[src/rtl/multi_digit_segment_driver.sv]
// rtl/multi_digit_segment_driver.sv - N-digit multiplexed 7-segment driver with sequential BCD conversion
// Ports:
//   clock_100Mhz    system clock
//   reset           synchronous active-low reset
//   load            one-cycle capture request for value/negative/mode/dot_mask
//   value           unsigned magnitude to display
//   negative        show a minus sign (mode 0 only)
//   mode            0 number, 1 "Err", 2/3 blank
//   dot_mask        per-digit dot enable, MSB = leftmost digit
//   busy            conversion in progress, load ignored while high
//   overflow        last committed number did not fit the display
//   Anode_Activate  active-low one-hot digit enable, MSB = leftmost digit
//   LED_out         active-low segments, bit6=a .. bit0=g
//   Dot_Enable      active-low decimal point
module multi_digit_segment_driver #(
   parameter int NUM_DIGITS  = 4,
   parameter int VALUE_WIDTH = 14,
   parameter int SCAN_DIV    = 2048,
   parameter int BLANK_LEAD  = 1
) (
   input  logic                   clock_100Mhz,
   input  logic                   reset,
   input  logic                   load,
   input  logic [VALUE_WIDTH-1:0] value,
   input  logic                   negative,
   input  logic [1:0]             mode,
   input  logic [NUM_DIGITS-1:0]  dot_mask,
   output logic                   busy,
   output logic                   overflow,
   output logic [NUM_DIGITS-1:0]  Anode_Activate,
   output logic [6:0]             LED_out,
   output logic                   Dot_Enable
);

   // ceil(VALUE_WIDTH * log10(2)) decimal digits, log10(2) ~= 0.30103
   localparam int BCD_NIB = (VALUE_WIDTH * 30103 + 99999) / 100000;
   localparam int BCD_W   = 4 * BCD_NIB;
   // BCD view padded so every display digit has a nibble even when BCD_NIB < NUM_DIGITS
   localparam int EXT_NIB = (BCD_NIB > NUM_DIGITS) ? BCD_NIB : NUM_DIGITS;
   localparam int EXT_W   = 4 * EXT_NIB;
   localparam int CNT_W   = $clog2(VALUE_WIDTH + 1);
   localparam int PRE_W   = (SCAN_DIV > 1) ? $clog2(SCAN_DIV) : 1;
   localparam int IDX_W   = $clog2(NUM_DIGITS);

   localparam logic [6:0] SEG_BLANK = 7'b1111111;
   localparam logic [6:0] SEG_MINUS = 7'b1111110;
   localparam logic [6:0] SEG_E     = 7'b0110000;
   localparam logic [6:0] SEG_R     = 7'b1111010;

   typedef enum logic [1:0] {S_IDLE, S_CONV, S_COMMIT} state_t;

   state_t                 state;
   logic [CNT_W-1:0]       iter;
   logic [VALUE_WIDTH-1:0] sh;
   logic [BCD_W-1:0]       bcd;
   logic [BCD_W-1:0]       bcd_adj;
   logic [EXT_W-1:0]       bcd_ext;
   logic                   sh_neg;
   logic [1:0]             sh_mode;
   logic [NUM_DIGITS-1:0]  sh_dots;
   logic                   hi_any;
   logic                   neg_hi;
   logic                   commit_ovf;
   logic                   unused_top;

   logic [3:0]             disp_dig [NUM_DIGITS];
   logic [1:0]             disp_mode;
   logic                   disp_sign;
   logic [NUM_DIGITS-1:0]  disp_dots;

   logic [PRE_W-1:0]       pre;
   logic [IDX_W-1:0]       idx;

   logic [NUM_DIGITS-1:0]  lead_blank;
   logic                   zero_run;
   logic [3:0]             cur_dig;
   logic                   cur_dot;
   logic                   cur_lead;
   logic [NUM_DIGITS-1:0]  anode_next;
   logic [6:0]             seg_next;
   logic                   dot_next;

   function automatic logic [6:0] digit_seg(input logic [3:0] n);
      case (n)
         4'd0:    return 7'b0000001;
         4'd1:    return 7'b1001111;
         4'd2:    return 7'b0010010;
         4'd3:    return 7'b0000110;
         4'd4:    return 7'b1001100;
         4'd5:    return 7'b0100100;
         4'd6:    return 7'b0100000;
         4'd7:    return 7'b0001111;
         4'd8:    return 7'b0000000;
         4'd9:    return 7'b0000100;
         default: return SEG_BLANK;
      endcase
   endfunction

   // add-3 correction applied before each shift
   always_comb begin
      bcd_adj = bcd;
      for (int k = 0; k < BCD_NIB; k++) begin
         if (bcd[4*k +: 4] >= 4'd5)
            bcd_adj[4*k +: 4] = bcd[4*k +: 4] + 4'd3;
      end
   end

   // top bit of the adjusted value is always zero given the BCD sizing
   assign unused_top = bcd_adj[BCD_W-1];

   // overflow judged from the finished BCD: any nonzero nibble beyond the display width
   always_comb begin
      bcd_ext = '0;
      bcd_ext[BCD_W-1:0] = bcd;
      hi_any = 1'b0;
      neg_hi = 1'b0;
      for (int k = 0; k < EXT_NIB; k++) begin
         if (bcd_ext[4*k +: 4] != 4'd0) begin
            if (k >= NUM_DIGITS)     hi_any = 1'b1;
            if (k >= NUM_DIGITS - 1) neg_hi = 1'b1;
         end
      end
      commit_ovf = (sh_mode == 2'd0) && (hi_any || (sh_neg && neg_hi));
   end

   always_ff @(posedge clock_100Mhz) begin
      if (!reset) begin
         state     <= S_IDLE;
         busy      <= 1'b0;
         overflow  <= 1'b0;
         iter      <= '0;
         sh        <= '0;
         bcd       <= '0;
         sh_neg    <= 1'b0;
         sh_mode   <= 2'd2;
         sh_dots   <= '0;
         disp_mode <= 2'd2;
         disp_sign <= 1'b0;
         disp_dots <= '0;
         for (int d = 0; d < NUM_DIGITS; d++) disp_dig[d] <= 4'd0;
      end else begin
         case (state)
            S_IDLE: begin
               if (load) begin
                  sh      <= value;
                  bcd     <= '0;
                  iter    <= '0;
                  sh_neg  <= negative;
                  sh_mode <= mode;
                  sh_dots <= dot_mask;
                  busy    <= 1'b1;
                  state   <= S_CONV;
               end
            end
            S_CONV: begin
               bcd  <= {bcd_adj[BCD_W-2:0], sh[VALUE_WIDTH-1]};
               sh   <= sh << 1;
               iter <= iter + 1'b1;
               if (iter == CNT_W'(VALUE_WIDTH - 1))
                  state <= S_COMMIT;
            end
            S_COMMIT: begin
               for (int d = 0; d < NUM_DIGITS; d++)
                  disp_dig[d] <= bcd_ext[4*(NUM_DIGITS-1-d) +: 4];
               disp_mode <= commit_ovf ? 2'd1 : sh_mode;
               // a negative zero shows as plain 0
               disp_sign <= sh_neg && (|bcd) && (sh_mode == 2'd0);
               disp_dots <= sh_dots;
               overflow  <= commit_ovf;
               busy      <= 1'b0;
               state     <= S_IDLE;
            end
            default: state <= S_IDLE;
         endcase
      end
   end

   always_ff @(posedge clock_100Mhz) begin
      if (!reset) begin
         pre <= '0;
         idx <= '0;
      end else if (pre == PRE_W'(SCAN_DIV - 1)) begin
         pre <= '0;
         idx <= (idx == IDX_W'(NUM_DIGITS - 1)) ? '0 : idx + 1'b1;
      end else begin
         pre <= pre + 1'b1;
      end
   end

   // zeros left of the first nonzero digit; the rightmost digit is never blanked
   always_comb begin
      zero_run = 1'b1;
      lead_blank = '0;
      for (int d = 0; d < NUM_DIGITS; d++) begin
         zero_run = zero_run & (disp_dig[d] == 4'd0);
         lead_blank[d] = zero_run & (BLANK_LEAD != 0) & (d != NUM_DIGITS - 1);
      end
   end

   always_comb begin
      cur_dig    = 4'd0;
      cur_dot    = 1'b0;
      cur_lead   = 1'b0;
      anode_next = '1;
      for (int d = 0; d < NUM_DIGITS; d++) begin
         if (idx == IDX_W'(d)) begin
            cur_dig  = disp_dig[d];
            cur_dot  = disp_dots[NUM_DIGITS-1-d];
            cur_lead = lead_blank[d];
            anode_next[NUM_DIGITS-1-d] = 1'b0;
         end
      end
      seg_next = SEG_BLANK;
      dot_next = 1'b1;
      case (disp_mode)
         2'd0: begin
            dot_next = ~cur_dot;
            if (disp_sign && idx == '0)
               seg_next = SEG_MINUS;
            else if (!cur_lead)
               seg_next = digit_seg(cur_dig);
         end
         2'd1: begin
            dot_next = ~cur_dot;
            if (idx == '0)
               seg_next = SEG_E;
            else if (idx != IDX_W'(NUM_DIGITS - 1))
               seg_next = SEG_R;
         end
         default: ;
      endcase
   end

   always_ff @(posedge clock_100Mhz) begin
      if (!reset) begin
         Anode_Activate <= '1;
         LED_out        <= SEG_BLANK;
         Dot_Enable     <= 1'b1;
      end else begin
         Anode_Activate <= anode_next;
         LED_out        <= seg_next;
         Dot_Enable     <= dot_next;
      end
   end

endmodule

[config.mk]
export PLATFORM = sky130hd
export DESIGN_NAME = multi_digit_segment_driver
export DESIGN_NICKNAME = d
export VERILOG_FILES = /design/src/rtl/multi_digit_segment_driver.sv
export SDC_FILE = /design/constraint.sdc
export NUM_CORES = 1
export LEC_CHECK = 0
export CELL_PAD_IN_SITES_DETAIL_PLACEMENT = 1
export CELL_PAD_IN_SITES_GLOBAL_PLACEMENT = 2
export CORE_UTILIZATION = 40
export CTS_BUF_LIST = sky130_fd_sc_hd__clkbuf_2 sky130_fd_sc_hd__clkbuf_4 sky130_fd_sc_hd__clkbuf_8
export DETAILED_ROUTE_END_ITERATION = 7
export HOLD_SLACK_MARGIN = 0.08
export PLACE_DENSITY_LB_ADDON = 0.1
export SYNTH_ARGS = -nofsm -noshare
export SYNTH_HDL_FRONTEND = slang
export SYNTH_SLANG_ARGS = --single-unit
[constraint.sdc]
create_clock -name clock_100Mhz -period 4.57 [get_ports clock_100Mhz]
set_input_delay 1.1425 -clock clock_100Mhz [delete_from_list [all_inputs] [get_ports clock_100Mhz]]
set_output_delay 1.1425 -clock clock_100Mhz [all_outputs]
set_load 0.02 [all_outputs]
==> results.ini <==
[yosys]
netlist_instances=509
ys_warn_count=0
synthMostInstantiatedCell=dfxtp_1
synth_top_cell_by_area=dfxtp_1
synth_seq_cells=97
netlist.area_leader.share_pct=35.04
synthFlopType=dfxtp_1
synth_common_cells=dfxtp_1, nand2_1, nor2_1
syn_nets=560
async_reset_ff_share_pct=0
synth_cell_type_count=58
syn-cell-area_um2=4628
synth-edff-count=16
netlist_top_cells_area=dfxtp_1, edfxtp_1, ha_1, nand2_1, a21boi_0
avgSynthCellArea_um2=9.093
ys_seq_area_share_pct=45.42

[cells_and_area]
fin_util_pct=48.09
area_growth_pct=15.11
finalInstanceArea_um2=5328
final_cells=682
antenna_cells=0
fin_nets=588
drive_gt1_share_pct=5.904

[power]
peakVddDrop_v=0.0001892
clockPowerShare_pct=37.8
switchingPower_uw=394.3
internal_power_mw=1.278
power_density_nw_per_um2=313.9
p_leak_nw=2.006
finalPower_mw=1.673
p_seq_share_pct=54.4
power_frac_comb_pct=7.8
switching_share_pct=23.58

[setup_path]
cp-start-kind=register
path_depth=9
cp_cell_sequence=inv_1 > ha_1 > nor2_2 > o211a_1 > or2_0 > inv_1 > ha_1 > a311o_1 > o221ai_1
cp.required_ns=4.86
crit_end=LED_out[2]$_SDFF_PN1_
critPathKind=reg2reg
cp.arrival_ns=2.89
crit_path_end_kind=register
cp-startpoint=idx[0]$_SDFFE_PN0P_
slowest_stage=dfxtp_1
worst-path-buf-inv=2
critPathMaxFanout=8
path_delay_family=compound AO/OA/AOI/OAI gates
r2r_cells=9
max_stage_delay_ns=0.42
reg2reg_slack_ns=1.98
r2r_end=LED_out[2]$_SDFF_PN1_
r2r-start=idx[0]$_SDFFE_PN0P_

[place]
post-place-ws_ns=1.696
gp_congestion=0.8335
port_buffers=37
placedCellCount=666
hpwlAfterDp_um=8030
placed_cell_area_um2=5106

[detailed_routing]
ant_nets=0
via_count=3703
vias_per_cell=5.430
first_pass_iters=4
drt_wl_total_um=11240
drc_errors=0
detail_route.iter0.violations=158
wl_per_cell_um=16.48

[floorplan]
die_w_um=109.6
num_rows=38
core_area_um2=11080
die_h_um=109.6
io_pins=38
initial_core_util_pct=41.78
dieArea_um2=12000

[clocking]
clock-sinks=97
cts-htree-levels=3
clk_pin_slew_ns=0.09
post_cts_buffers=0
ctsResizeCount=0
clk_latency_ns=0.38
cts_tree=yes
hold_buffers=0
cts_buffers=9
cts_buffer_depth=2
cts_root_buf=clkbuf_8

[sta]
rsz0062_at_grt=false
hold_viol=0
clock_skew_ns=0.008866
max_slew_margin_pct=47.85
tns_ns=0
fin_crit_ns=2.593
timing.hold.ws_ns=0.4560
max_freq_mhz=385.6
setup_viol=0
max_slew.worst_pin.slew_ns=0.7806
slew_violations=0
fin_crit_sh_pct=56.75
setup_ws_ns=1.977

[grt]
antenna_found_initial=0
grt_max_degree=35
overflow=0
grt_pass1_vias=3713
grt_pass1_wl_um=18240
grt_use_total_pct=20.22

[job]
maxCapViolations=0

[hold_path]
min_from=pre[0]$_SDFF_PP0_
min_path_type=reg2reg

[status]
status=complete, no violations

[logic make-up (layout without fill, tap and decap cells)]
logic type,count (synthesis),after routing,share of synthesized area (%)
mux,6,6,1.352
compound gates,121,121,17.87
fa+ha+maj,27,27,7.299
simple gates,200,200,21.74
flops,97,97,45.42
buf+inv,45,78,3.866
xor+xnor,13,13,2.460
[state kept, by name, summed over array words and instances (netlist names), 2 cells and up]
signal,cells
Anode_Activate,4
bcd,20
LED_out,7
iter,4
state,2
sh_mode,2
disp_mode,2
sh,14
idx,2
pre,11
sh_dots,4
disp_dots,4
disp_dig,16
[layout by cell type (no fill, tap or decap), drive strengths merged, types with 13 or more instances in the layout]
cell type and instances:
a21oi 17, nand3 28, o21ai 28, nor2 42
clkdlybuf4s50 36, dfxtp 81, clkbuf 13, ha 27
a21boi 23, nand2 50, inv 19, and2 24
edfxtp 16, nor3 13
[worst register-to-register path, delay by kind of cell (launching register included)]
family / cells / cell delay, ns
DFF: 1 / 0.42
buffers and inverters: 2 / 0.21
and+or+nand+nor: 2 / 0.59
adders and majority gates: 2 / 0.58
AOI/OAI and AO/OA: 3 / 0.70
[worst min-delay path by stage]
stage / cells past startpoint / to / slack (ns)
2_1_floorplan: 1 / pre[0]$_SDFF_PP0_ / 0.41
3_3_place_gp: 1 / pre[0]$_SDFF_PP0_ / 0.43
3_5_place_dp: 1 / pre[0]$_SDFF_PP0_ / 0.44
4_1_cts: 1 / pre[0]$_SDFF_PP0_ / 0.46
5_1_grt: 1 / pre[0]$_SDFF_PP0_ / 0.48
6_report: 1 / pre[0]$_SDFF_PP0_ / 0.46
[metal layers]
metal	vias to the layer above	global-route usage, %	wire [um]
li1	1840	-	-
met3	14	4.209	252
met1	1810	25.20	5378
met4	0	7.429	196
met5	-	0	0
met2	39	34.37	5411
[power by group through the flow]
stage | Clock [mW] | Combinational (mW) | Sequential [mW]
2_1_floorplan | 0 | 0.0788 | 0.924
3_3_place_gp | 0 | 0.128 | 0.928
3_5_place_dp | 0 | 0.131 | 0.929
4_1_cts | 0.653 | 0.132 | 0.909
5_1_grt | 0.683 | 0.146 | 0.913
6_report | 0.633 | 0.130 | 0.909
[layout make-up]
type                       count  area [um^2]
fill                        1295         5751
multi-input combinational    367         2347
sequential                    97         2102
timing repair buffer          43        410.4
tap                          140        175.2
clock buffer                  13        153.9
inverter                      19        71.32
clock inverter                 3        67.56
(Power assumes the default switching activity.)
